**src/rtl/zbt_bank_arb_if.sv**
```systemverilog
// Bus bundle between the display/pixel paths, the ZBT bank 1 pins and the bank arbiter.
interface zbt_bank_arb_if #(
  parameter int FIFO_DEPTH = 4,
  parameter int AW         = 19,
  parameter int DW         = 36
);
  localparam int LW = $clog2(FIFO_DEPTH + 1);

  logic          rd_req;
  logic [AW-1:0] rd_addr;
  logic [DW-1:0] rd_data;
  logic          rd_valid;
  logic          wr_en;
  logic [AW-1:0] wr_addr;
  logic [DW-1:0] wr_data;
  logic [AW-1:0] zbt_addr;
  logic          zbt_we;
  logic [DW-1:0] zbt_wdata;
  logic          zbt_drive;
  logic [DW-1:0] zbt_rdata;
  logic [LW-1:0] fifo_level;
  logic          overflow;
  logic          clr_overflow;

  modport master (
    output rd_req, rd_addr, wr_en, wr_addr, wr_data, zbt_rdata, clr_overflow,
    input  rd_data, rd_valid, zbt_addr, zbt_we, zbt_wdata, zbt_drive, fifo_level, overflow
  );

  modport slave (
    input  rd_req, rd_addr, wr_en, wr_addr, wr_data, zbt_rdata, clr_overflow,
    output rd_data, rd_valid, zbt_addr, zbt_we, zbt_wdata, zbt_drive, fifo_level, overflow
  );
endinterface

```
**src/rtl/zbt_bank_arb.sv**
```systemverilog
// ZBT bank 1 arbiter: display reads win every slot, pixel writes are queued and drained
// into idle slots, with pipelined write-data timing and fixed-latency read return.
module zbt_bank_arb #(
  parameter int FIFO_DEPTH = 4,
  parameter int LAT        = 2,
  parameter int AW         = 19,
  parameter int DW         = 36
) (
  input  logic          clk,
  input  logic          reset,
  zbt_bank_arb_if.slave bus
);
  localparam int PW = (FIFO_DEPTH > 1) ? $clog2(FIFO_DEPTH) : 1;
  localparam int LW = $clog2(FIFO_DEPTH + 1);

  typedef enum logic [1:0] {EMPTY, PARTIAL, FULL} fifo_state_e;
  fifo_state_e state_q, state_d;

  logic [AW-1:0] mem_addr [FIFO_DEPTH];
  logic [DW-1:0] mem_data [FIFO_DEPTH];
  logic [PW-1:0] wr_ptr, rd_ptr;
  logic [LW-1:0] level_q, level_d;
  logic          pop, push, drop;

  logic [LAT-1:0] wr_vld_p;
  logic [DW-1:0]  wr_dat_p [LAT];
  logic [LAT:0]   rd_vld_p;
  logic           rd_cap_vld;
  logic [DW-1:0]  rd_cap_dat;

  always_comb begin
    pop     = 1'b0;
    push    = 1'b0;
    drop    = 1'b0;
    level_d = level_q;
    state_d = state_q;
    pop  = !bus.rd_req && (state_q != EMPTY);
    push = bus.wr_en && ((state_q != FULL) || pop);
    drop = bus.wr_en && !push;
    if (push && !pop)
      level_d = level_q + LW'(1);
    else if (pop && !push)
      level_d = level_q - LW'(1);
    if (level_d == '0)
      state_d = EMPTY;
    else if (level_d == LW'(FIFO_DEPTH))
      state_d = FULL;
    else
      state_d = PARTIAL;
  end

  always_ff @(posedge clk or posedge reset) begin
    if (reset) begin
      state_q      <= EMPTY;
      level_q      <= '0;
      wr_ptr       <= '0;
      rd_ptr       <= '0;
      bus.overflow <= 1'b0;
    end else begin
      state_q <= state_d;
      level_q <= level_d;
      if (push) wr_ptr <= wr_ptr + PW'(1);
      if (pop)  rd_ptr <= rd_ptr + PW'(1);
      // A drop in the same cycle as a clear keeps the flag set.
      if (drop)
        bus.overflow <= 1'b1;
      else if (bus.clr_overflow)
        bus.overflow <= 1'b0;
    end
  end

  always_ff @(posedge clk) begin
    if (push) begin
      mem_addr[wr_ptr] <= bus.wr_addr;
      mem_data[wr_ptr] <= bus.wr_data;
    end
  end

  assign bus.fifo_level = level_q;

  // p0: command slot onto the ZBT pins
  always_ff @(posedge clk or posedge reset) begin
    if (reset) begin
      bus.zbt_addr <= '0;
      bus.zbt_we   <= 1'b0;
    end else begin
      bus.zbt_we <= pop;
      if (bus.rd_req)
        bus.zbt_addr <= bus.rd_addr;
      else if (pop)
        bus.zbt_addr <= mem_addr[rd_ptr];
    end
  end

  // p1..pLAT: write-data and read-tag latency pipelines
  always_ff @(posedge clk or posedge reset) begin
    if (reset) begin
      wr_vld_p      <= '0;
      rd_vld_p      <= '0;
      rd_cap_vld    <= 1'b0;
      bus.zbt_drive <= 1'b0;
      bus.zbt_wdata <= '0;
      bus.rd_valid  <= 1'b0;
      bus.rd_data   <= '0;
    end else begin
      wr_vld_p[0] <= pop;
      for (int i = 1; i < LAT; i++) wr_vld_p[i] <= wr_vld_p[i-1];
      rd_vld_p[0] <= bus.rd_req;
      for (int i = 1; i <= LAT; i++) rd_vld_p[i] <= rd_vld_p[i-1];
      bus.zbt_drive <= wr_vld_p[LAT-1];
      if (wr_vld_p[LAT-1]) bus.zbt_wdata <= wr_dat_p[LAT-1];
      rd_cap_vld   <= rd_vld_p[LAT];
      bus.rd_valid <= rd_cap_vld;
      if (rd_cap_vld) bus.rd_data <= rd_cap_dat;
    end
  end

  always_ff @(posedge clk) begin
    wr_dat_p[0] <= mem_data[rd_ptr];
    for (int i = 1; i < LAT; i++) wr_dat_p[i] <= wr_dat_p[i-1];
    rd_cap_dat <= bus.zbt_rdata;
  end
endmodule

```
**src/flat_wrapper.sv**
```systemverilog
// flat-port wrapper written by rule: the top's interface ports become plain ports
module zbt_bank_arb_flat 
#(
  parameter int FIFO_DEPTH = 4,
  parameter int LAT        = 2,
  parameter int AW         = 19,
  parameter int DW         = 36
)
  (clk, reset, bus_rd_req, bus_rd_addr, bus_wr_en, bus_wr_addr, bus_wr_data, bus_zbt_rdata, bus_clr_overflow, bus_rd_data, bus_rd_valid, bus_zbt_addr, bus_zbt_we, bus_zbt_wdata, bus_zbt_drive, bus_fifo_level, bus_overflow);
  zbt_bank_arb_if #(.FIFO_DEPTH(FIFO_DEPTH), .AW(AW), .DW(DW)) bus_i ();
  input  logic clk;
  input  logic reset;
  input wire logic [$bits(bus_i.rd_req)-1:0] bus_rd_req;
  input wire logic [$bits(bus_i.rd_addr)-1:0] bus_rd_addr;
  input wire logic [$bits(bus_i.wr_en)-1:0] bus_wr_en;
  input wire logic [$bits(bus_i.wr_addr)-1:0] bus_wr_addr;
  input wire logic [$bits(bus_i.wr_data)-1:0] bus_wr_data;
  input wire logic [$bits(bus_i.zbt_rdata)-1:0] bus_zbt_rdata;
  input wire logic [$bits(bus_i.clr_overflow)-1:0] bus_clr_overflow;
  output wire logic [$bits(bus_i.rd_data)-1:0] bus_rd_data;
  output wire logic [$bits(bus_i.rd_valid)-1:0] bus_rd_valid;
  output wire logic [$bits(bus_i.zbt_addr)-1:0] bus_zbt_addr;
  output wire logic [$bits(bus_i.zbt_we)-1:0] bus_zbt_we;
  output wire logic [$bits(bus_i.zbt_wdata)-1:0] bus_zbt_wdata;
  output wire logic [$bits(bus_i.zbt_drive)-1:0] bus_zbt_drive;
  output wire logic [$bits(bus_i.fifo_level)-1:0] bus_fifo_level;
  output wire logic [$bits(bus_i.overflow)-1:0] bus_overflow;
  assign bus_i.rd_req = bus_rd_req;
  assign bus_i.rd_addr = bus_rd_addr;
  assign bus_i.wr_en = bus_wr_en;
  assign bus_i.wr_addr = bus_wr_addr;
  assign bus_i.wr_data = bus_wr_data;
  assign bus_i.zbt_rdata = bus_zbt_rdata;
  assign bus_i.clr_overflow = bus_clr_overflow;
  assign bus_rd_data = bus_i.rd_data;
  assign bus_rd_valid = bus_i.rd_valid;
  assign bus_zbt_addr = bus_i.zbt_addr;
  assign bus_zbt_we = bus_i.zbt_we;
  assign bus_zbt_wdata = bus_i.zbt_wdata;
  assign bus_zbt_drive = bus_i.zbt_drive;
  assign bus_fifo_level = bus_i.fifo_level;
  assign bus_overflow = bus_i.overflow;
  zbt_bank_arb #(.FIFO_DEPTH(FIFO_DEPTH), .LAT(LAT), .AW(AW), .DW(DW)) u_core (.clk(clk), .reset(reset), .bus(bus_i));
endmodule
```
**config.mk**
```make
export PLATFORM = sky130hd
export DESIGN_NAME = zbt_bank_arb_flat
export DESIGN_NICKNAME = d
export VERILOG_FILES = /design/src/rtl/zbt_bank_arb_if.sv /design/src/rtl/zbt_bank_arb.sv /design/src/flat_wrapper.sv
export SDC_FILE = /design/constraint.sdc
export NUM_CORES = 1
export LEC_CHECK = 0
export BUFFER_PORTS_ARGS = -buffer_cell sky130_fd_sc_hd__buf_2
export CAP_MARGIN = 10
export CORE_MARGIN = 2
export CORE_UTILIZATION = 35
export CTS_CLUSTER_DIAMETER = 200
export DETAILED_ROUTE_END_ITERATION = 8
export GPL_TIMING_DRIVEN = 0
export SLEW_MARGIN = 0
export SYNTH_ARGS = -nofsm -noshare
export SYNTH_HDL_FRONTEND = slang
export SYNTH_SLANG_ARGS = --single-unit
```
**constraint.sdc**
```tcl
create_clock -name clk -period 3.38 [get_ports clk]
set_input_delay 0 -clock clk [delete_from_list [all_inputs] [get_ports clk]]
set_output_delay 0 -clock clk [all_outputs]
set_load 0.02 [all_outputs]
```
* Yosys cells after proc, flatten, opt, wreduce, memory -nomap -nowiden
Memory sizes are Yosys's and may differ from the RTL's. A register that Yosys moved wholly into a read port is not among the register bits.
Index checks and enable logic that the tools add are counted.
Widths: inputs -> output; s select.
** Storage, ports and cells
- Latch bits :: 0
- Input port bits :: 115
- Word-level logic and storage cells :: 46
- Flip-flop bits (word level) :: 110
- Output and inout bits :: 98
- Bits in read-only memories :: 0
- Memories kept :: 3
- Bits in writable memories :: 292
** Memory list
- u_core.mem_data :: depth 4, width 36, read ports 1, clocked after Yosys merged registers in 0, wr ports 1, RTL line zbt_bank_arb.sv:20 : logic [DW-1:0] mem_data [FIFO_DEPTH];
- u_core.mem_addr :: depth 4, width 19, read ports 1, clocked after Yosys merged registers in 0, wr ports 1, RTL line zbt_bank_arb.sv:19 : logic [AW-1:0] mem_addr [FIFO_DEPTH];
- u_core.wr_dat_p :: depth 2, width 36, read ports 2, clocked after Yosys merged registers in 1, wr ports 2, RTL line zbt_bank_arb.sv:26 : logic [DW-1:0] wr_dat_p [LAT];
** Operators by class
- Reduce and logical (&&, ||, !) cells :: 13
- Multiply operators :: 0
- Eq/ne operators :: 2
- Muxes and demuxes :: 10
- Shift-type cells :: 0
- $add $sub $neg :: 4
- Bitwise gates (word level) :: 0
- Magnitude comparators :: 0
- Div/mod/pow operators :: 0
** Operators with widths (count)
- $mux 19 :: 2
- $mux 3 :: 2
- $reduce_bool 2->1 :: 3
- $logic_and 1x1->1 :: 5
- $add 2x1->2 const B :: 2
- $mux 1 :: 4
- $mux 2 :: 2
- $add 3x1->3 const B :: 1
- $eq 3x3->1 const B :: 1
- $logic_not 1->1 :: 3
- $logic_not 3->1 :: 1
- $sub 3x1->3 const B :: 1
- $ne 2x2->1 const B :: 1
- $logic_or 1x1->1 :: 1

* Logic depth before layout (Yosys ltp)
Gate-level depths: netlist (run 1).
- Depth after elaboration :: 11
- Gate-level depth with buffers :: 5
- Gate-level depth less buffers :: 5

* Worst setup path before layout (run 1)
OpenSTA, ideal clock, no wires.
- Kind :: register to register
- From :: register u_core.state_q[1]
- To :: memory u_core.mem_addr[0][0], enable pin
- Arrival :: 2003 ps
- Stages on the path, launching flop included :: 4
- Buffers on the path :: 0
- Library setup time :: 419 ps
- Required time :: 2961 ps
- Path slack :: 958 ps
- Period minus slack after synthesis :: 2422 ps
- Path through :: dfrtp_1 nand2_1 o21a_1 and2_1
** On the way
- Longest elaborated chain between the ends :: 6
- Elaborated cells between the ends (all ways) :: 7
- Those cells by class :: 1 x eq/ne; 2 x mux; 4 x reduce/logical
** Ends and longest elaborated chain
- start, declared :: RTL line zbt_bank_arb.sv:17 : fifo_state_e state_q, state_d;
- start signal, assigned :: RTL line zbt_bank_arb.sv:60 : state_q <= state_d;
- $reduce_bool 2->1 :: RTL line zbt_bank_arb.sv:37 : pop = !bus.rd_req && (state_q != EMPTY);
- $logic_and 1x1->1 :: RTL line zbt_bank_arb.sv:37
- $logic_or 1x1->1 * :: RTL line zbt_bank_arb.sv:38 : push = bus.wr_en && ((state_q != FULL) || pop);
- $logic_and 1x1->1 * :: RTL line zbt_bank_arb.sv:38
- $mux 1 * :: RTL line zbt_bank_arb.sv:73 : if (push) begin
- $mux 1 (implied by the code) * :: RTL line zbt_bank_arb.sv:74 : mem_addr[wr_ptr] <= bus.wr_addr;
- end, declared :: RTL line zbt_bank_arb.sv:19
Every way passes the cells marked *; elsewhere a longest branch is shown, timed or not.

* Final worst setup path (run 1)
- From :: register u_core.wr_vld_p[1]
- To :: register u_core.bus.zbt_wdata[13] (read register of u_core.wr_dat_p)
** RTL lines
- start, declared :: RTL line zbt_bank_arb.sv:25 : logic [LAT-1:0] wr_vld_p;
- start signal, assigned :: RTL line zbt_bank_arb.sv:98 : wr_vld_p <= '0;
- end, declared :: RTL line zbt_bank_arb_if.sv:32 : output rd_data, rd_valid, zbt_addr, zbt_we, zbt_wdata, zbt_drive, fifo_level, overflow
No word-level cell between the ends.

==> metrics.cfg, run 1 <==
[yosys]
syn_area_mm2=0.01441
synth_compound_area_share_pct=1.989
syn_nets=837
synth-seq-cells=437
yosysSeqAreaShare_pct=79.78
muxShareOfSynthArea_pct=14.22
yosys.area_share.simple_pct=2.023
syn_area_per_cell_um2=20.12
synth_top_family_by_area=multiplexers
synth_xor_area_share_pct=0.2431
ys_types=31
syn_inst=716
yosysWarningCount=0
synth_fa_ha_area_share_pct=0.5210

[cells_and_area]
area_delta_synth_final_pct=31.19
layout.nets=1219
n_antenna_cell=0
drive_above_1_share_pct=38.73
layout_common_cells=226 x buf_2, 220 x edfxtp_1, 116 x dlygate4sd3_1
layout_commonest_cell=buf_2
fin_cells=1668
fin_area_mm2=0.01890

[global_routing]
grt_max_degree=71
antenna_found_initial=1
grt_pass1_vias=7943
grt_pass1_wl_um=45500
gr-total-overflow=0
grt.total_usage_pct=14.26

[setup_path]
crit_path_max_fanout=10
path_cells=clkbuf_1 -> buf_2 -> mux2_2
end_kind=register
critical-path-max-stage-delay_ns=0.70
r2r_cells=3
startpoint_type=register
crit_path_start=u_core.wr_vld_p[1]$_DFF_PP0_
critPathKind=register to register
regToRegStartpoint=u_core.wr_vld_p[1]$_DFF_PP0_
arrival_ns=2.39
cp_slowest_cell=clkbuf_1
required_ns=3.81

[drt]
post_drt_wl_per_cell_um=18.11
firstDrtPassIters=5
ant_nets=0
vias=7551
routed_wl_um=30210
vias_per_cell=4.527
drc=0
drt-initial-drc-count=350

[power_and_ir_drop]
leakage_nw=7.365
irDropWorstVdd_uv=495.6
power_density_mw_per_mm2=850.7
fin_total_pwr_w=0.01608

[floorplanning]
die_h_um=206.9
die_w_um=206.9
initial_core_util_pct=35.37
die_area_mm2=0.04281
row_count=74
ios=213
coreArea_mm2=0.04074

[clock_tree]
cts_max_level=2
cts_buffer_depth=3
worst_skew_pair.late_latency_ns=0.56
cts_tree=yes
clock_sinks=437
cts_setup_buffers=0
clk_pin_slew_ns=0.06
cts_root_buffer=clkbuf_16
numCtsBuffers=47

[place]
dp.cells=1465
hpwl_um=18500
gp_routability_congestion=0.7198
portBuffers=212
placed_area_mm2=0.01626

[timing]
finalClockSkew_ns=0.01475
min_period_ns=1.962
worstMarginPinSlew_ns=0.9386
hold_viol_final=0
timing.hold.ws_ns=0.06699
min_period_over_period_pct=58.04
slew_headroom_pct=37.43
rsz0062_at_grt=false
maxSlewViolCount=0
finalSetupViolations=0
fmax_mhz=509.8

[flow_run]
drv_cap=0

[min_path]
hold_depth=2
hold_start=bus_zbt_rdata[34]
hold_class=input pin to register

[outcome]
outcome=finished, final reports clean

worst paths after layout:
kind | endpoint | slack [ns]
setup / recovery | u_core.bus.zbt_wdata[13]$_DFFE_PP0P_ | 1.42
hold / removal | u_core.rd_cap_dat[34]$_DFF_P_ | 0.07
setup reg to reg | u_core.bus.zbt_wdata[13]$_DFFE_PP0P_ | 1.42
hold reg to reg | u_core.wr_dat_p[1][24]$_DFF_P_ | 0.32
max in group asynchronous | u_core.bus.zbt_wdata[11]$_DFFE_PP0P_ | 2.00
min in group asynchronous | u_core.bus.rd_data[21]$_DFFE_PP0P_ | 0.62
layer usage:
layer | global-route usage, % | vias to the layer above | routed length, µm
met4 | 5.167 | 2 | 828
met5 | 0 | - | 13
met2 | 24.32 | 167 | 15410
met1 | 17.59 | 3839 | 12540
met3 | 3.579 | 65 | 1411
li1 | - | 3478 | -
cell usage after synthesis, drive strengths merged:
library cell	count	area share, %
nor2	1	0.026
mux4	55	8.6
a2111o	1	0.078
and2	5	0.22
a21oi	40	1.4
inv	8	0.21
mux2	72	5.6
or2	1	0.043
xnor2	3	0.18
a22oi	1	0.087
dfxtp	108	15
xor2	1	0.061
nor3	1	0.035
clkbuf	7	0.18
o32ai	1	0.061
buf	21	0.82
edfxtp	220	46
and3	2	0.12
nor2b	19	0.82
o21ai	3	0.10
dfrtp	109	19
o21ba	1	0.11
nand2	26	0.68
o21a	1	0.052
a211oi	2	0.10
ha	6	0.52
or3	1	0.078
where the power goes:
group	internal [W]	switching (W)
combinational	0.00166	0.00208
sequential	0.00705	0.000410
clock	0.00289	0.00199
worst max-delay path: cells and delay by family (launching register included):
family | cells | cell delay [ns]
flops | 1 | 0.34
mux | 1 | 0.38
buf+inv | 2 | 1.11
flip-flops by register name, indices dropped and copies added, names as in the netlist, 3 cells and up:
register / cells
u_core.bus.fifo_level: 3
u_core.bus.rd_data: 36
u_core.bus.zbt_addr: 19
u_core.bus.zbt_wdata: 36
u_core.mem_addr: 76
u_core.mem_data: 144
u_core.rd_cap_dat: 36
u_core.rd_vld_p: 3
u_core.wr_dat_p: 72
final cells by class:
class | count | area, µm²
multi-input cells | 243 | 2748
clock inverters | 16 | 105.1
fillers | 3538 | 21840
inverters | 8 | 35.03
plain buffers | 28 | 145.1
well taps | 532 | 665.6
clock buffers | 71 | 1379
repair buffers | 333 | 2330
flip-flops and latches | 437 | 11500
through the flow:
step	setup WS, ns	util [%]	TNS [ns]
floorplan	0.5061	-	0
global placement	-1.575	39.61	-252.21
detailed placement	1.338	39.91	0
CTS	1.335	46.40	0
global route	1.322	46.40	0
finish	1.418	46.40	0
cells by family (layout without fill, tap and decap cells):
logic type,Yosys count,after routing
AOI/OAI and AO/OA,50,50
xor gates and xnor gates,4,4
adders and majority gates,6,6
buffers and inverters,36,456
DFF,437,437
muxes,127,127
and+or+nand+nor,56,56
what timing repair did:
| item | in CTS | in global routing |
|---|---|---|
| endpoints found under the setup margin | 0 | 0 |
| resized for setup | 0 | 0 |
| hold buffers | 116 | 0 |
| hold endpoints to repair | 396 | 0 |
Note: power is estimated with default switching activity, not from simulation.
==> inputs of run 2 (changes only) <==
--- a/config.mk
+++ b/config.mk
@@ -5,6 +5,7 @@
 export SDC_FILE = /design/constraint.sdc
 export NUM_CORES = 1
 export LEC_CHECK = 0
+export ABC_AREA = 1
 export BUFFER_PORTS_ARGS = -buffer_cell sky130_fd_sc_hd__buf_2
 export CAP_MARGIN = 10
 export CORE_MARGIN = 2
==> constraint.sdc (replaced) <==
create_clock -name clk -period 2 [get_ports clk]
set_input_delay 0 -clock clk [delete_from_list [all_inputs] [get_ports clk]]
set_output_delay 0 -clock clk [all_outputs]
set_load 0.02 [all_outputs]
==> run 2 against run 1 <==
Global-route usage rose by 1.4 points. Largest power group unchanged. Fmax rose by 7.6%. Critical path depth rose by 2. Combinational power rose by 100%. Count of clock-buffer cells in the layout fell by 10.
==> metrics.cfg, run 2 <==
[outcome]
outcome=finished, final reports clean

[drt]
wl_met1_um=14620  ; +17%
routed_wl_um=33740  ; +12%
post_drt_wl_per_cell_um=17.28  ; -4.6%
wl_met3_um=1847  ; +31%
vias=9021  ; +19%
top_layer=met4
firstDrtPassIters=5  ; unchanged
vias_per_cell=4.621  ; +2.1%
drc=0  ; unchanged
ant_nets=0  ; unchanged
drt-initial-drc-count=589  ; +68%
met2_wirelength_um=16250  ; +5.4%

[global_routing]
grt_pass1_wl_um=52660  ; +16%
grt.total_usage_pct=15.67  ; +1.4 points
grt_pass1_vias=9392  ; +18%
grt_max_degree=40  ; -44%
antenna_found_initial=1  ; unchanged
gr-total-overflow=0  ; unchanged

[power_and_ir_drop]
switching_share_pct=31.53  ; +3.7 points
p_int_w=0.01984  ; +71%
power_density_mw_per_mm2=1496  ; +76%
switchingPower_w=0.009137  ; +100%
seq_power_share_pct=43.8  ; -2.6 points
clkPwrFrac_pct=30.2  ; -0.2 points
fin_total_pwr_w=0.02898  ; +80%
irDropWorstVdd_uv=742.3  ; +50%
pwr-share-comb_pct=26.0  ; +2.8 points
leakage_nw=7.633  ; +3.6%

[place]
placed_area_mm2=0.01664  ; +2.3%
portBuffers=212  ; unchanged
gp_routability_congestion=0.7622  ; +5.9%
hpwl_um=21710  ; +17%
pre_cts_slack_ns=0.1507  ; -1.187 ns

[setup_path]
critPathKind=register to register
r2r_cells=5  ; +2
regToRegStartpoint=u_core.state_q[0]$_DFF_PP0_
crit_path_max_fanout=23  ; +13
crit_path_start=u_core.state_q[0]$_DFF_PP0_
required_ns=2.32  ; -1.49 ns
r2r_slack_ns=0.18  ; -1.24 ns
r2r-end=u_core.mem_data[2][12]$_DFFE_PP_
end_kind=register
crit_end=u_core.mem_data[2][12]$_DFFE_PP_
startpoint_type=register
arrival_ns=2.14  ; -0.25 ns

[cells_and_area]
layout.nets=1502  ; +23%
drive_above_1_share_pct=29.25  ; -9.5 points
fillerInstances=3628  ; +2.5%
fin_area_mm2=0.01937  ; +2.5%
layout_common_cells=236 x buf_2, 220 x edfxtp_1, 135 x nor2_1
top_regs=u_core.mem_data x144, u_core.mem_addr x76, u_core.wr_dat_p x72
area_delta_synth_final_pct=32.17
largest_reg_flops=144  ; unchanged
layout_commonest_cell=buf_2
regMostFlops=u_core.mem_data

[timing]
worstMarginPinSlew_ns=0.6072  ; -0.3314 ns
timing.hold.ws_ns=0.03418  ; -0.03281 ns
slew_headroom_pct=59.52  ; +22 points
min_period_over_period_pct=91.14  ; +33 points
hold_viol_final=0  ; unchanged
min_period_ns=1.823  ; -0.1388 ns
setup_ws_ns=0.1772  ; -1.241 ns
finalClockSkew_ns=0.01598  ; +0.001230 ns
fmax_mhz=548.6  ; +7.6%
maxSlewViolCount=0  ; unchanged
rsz0062_at_grt=false
finalSetupViolations=0  ; unchanged

[clock_tree]
cts_max_level=2  ; unchanged
numCtsBuffers=46  ; -2.1%
cts-resized-gates=0  ; unchanged
cts_root_buffer=clkbuf_16
clock_sinks=437  ; unchanged
cts_buffer_depth=3  ; unchanged
clk_pin_slew_ns=0.06  ; about the same
worst_skew_pair.late_latency_ns=0.58  ; +0.02 ns
cts_hold_repair.buffers=115  ; -0.86%
cts_tree=yes
cts_setup_buffers=0  ; unchanged

[floorplanning]
ios=213  ; unchanged
coreArea_mm2=0.04111  ; +0.91%
die_h_um=208.6  ; +0.84%
row_count=74  ; unchanged
initial_core_util_pct=35.65  ; +0.28 points
die_area_mm2=0.04353  ; +1.7%
die_w_um=208.6  ; +0.84%

[yosys]
synth_xor_area_share_pct=0.2390  ; -0.0041 points
synthArstFlopShare_pct=24.94  ; unchanged
yosys-top-cells-count=220 x edfxtp_1, 139 x nor2_1, 119 x o21ai_0, 109 x dfrtp_1, 108 x dfxtp_1
syn_inst=995  ; +39%
syn_nets=1116  ; +33%
synth_fa_ha_area_share_pct=0.5122  ; -0.0088 points
synth-edff-count=220  ; unchanged
synth_most_common_cell=edfxtp_1
synth_area_leaders=edfxtp_1 45%, dfrtp_1 19%, dfxtp_1 15%
yosysWarningCount=0  ; unchanged
synth_top_family_by_area=compound AO/OA/AOI/OAI gates
synth_compound_area_share_pct=7.487  ; +5.5 points
syn_area_per_cell_um2=14.73  ; -27%
synth_flop_cell=edfxtp_1
syn_area_mm2=0.01466  ; +1.7%
post-synth-top-area-cell=edfxtp_1
netlist.area_leader.share_pct=45.07  ; -0.77 points
yosys.area_share.simple_pct=5.259  ; +3.2 points
muxShareOfSynthArea_pct=5.532  ; -8.7 points
synth-seq-cells=437  ; unchanged
ys_types=28  ; -9.7%
yosysSeqAreaShare_pct=78.44  ; -1.3 points

[min_path]
hold_class=input pin to asynchronous set/reset pin

[flow_run]
drv_cap=0  ; unchanged

## run 2: changes by cell type in the layout (fill, tap and decap cells not counted), sizes merged, moves of 18 or more
cell   before  now
nor2b      19    0
o21ai       3  131
mux4       55    0
buf       238  259
nor3        1   19
nor2        1  140
o22ai       0   36
## run 2: metrics by stage
step                TNS [ns]  utilization, %  cells
floorplan            -110.49               -    995
global placement     -427.97           39.89   1739
detailed placement         0           40.47   1750
CTS                        0           47.11   1951
global route               0           47.12   1952
finish                     0           47.12   1952
## run 2: kinds of logic (layout without fill, tap and decap cells)
logic type / count (synthesis) / count (layout)
xor+xnor: 4 / 4
fa+ha+maj: 6 / 6
simple gates: 194 / 194
compound gates: 208 / 208
other cells: 0 / 1
flops: 437 / 437
mux: 72 / 72
buf+inv: 74 / 498
## run 2: critical path: stages, from the launching register on
cell and delay (ns):
dfrtp_1 0.36, inv_1 0.08, nand2_1 0.11, o21ai_2 0.51
nor2_4 0.24, buf_12 0.24
## run 2: layout make-up
type | count | area [µm²] | area share [%]
multi-input combinational | 484 | 2819 | 14.55
sequential | 437 | 11500 | 59.35
buffer | 53 | 292.8 | 1.511
tap | 532 | 665.6 | 3.436
timing repair buffer | 338 | 2432 | 12.56
inverter | 21 | 82.58 | 0.4263
antenna | 1 | 2.502 | 0.01292
clock buffer | 61 | 1247 | 6.440
clock inverter | 25 | 332.8 | 1.718
## run 2: worst min-delay path by stage
stage                                               endpoint  slack [ns]  cells after the start
after floorplan                 u_core.rd_cap_dat[0]$_DFF_P_        0.03                      0
after global placement          u_core.rd_cap_dat[5]$_DFF_P_        0.10                      1
after detailed placement  u_core.bus.rd_data[27]$_DFFE_PP0P_        0.08                      2
after CTS                 u_core.bus.rd_data[27]$_DFFE_PP0P_      0.0002                      3
after global routing           u_core.rd_cap_dat[23]$_DFF_P_        0.03                      2
final                     u_core.bus.rd_data[28]$_DFFE_PP0P_        0.03                      3
## run 2: routing by layer
metal	track usage, %	up-vias
met5	0	-
met4	6.650	0
met3	3.577	71
met2	26.36	223
met1	19.50	4398
li1	-	4329
## run 2: power by group through the flow
stage | Combinational, W | Sequential [W] | Clock, W
floorplan | 0.00371 | 0.0136 | 0
global placement | 0.00713 | 0.0129 | 0
detailed placement | 0.00747 | 0.0129 | 0
CTS | 0.00767 | 0.0127 | 0.00899
global route | 0.00833 | 0.0129 | 0.00936
finish | 0.00754 | 0.0127 | 0.00875
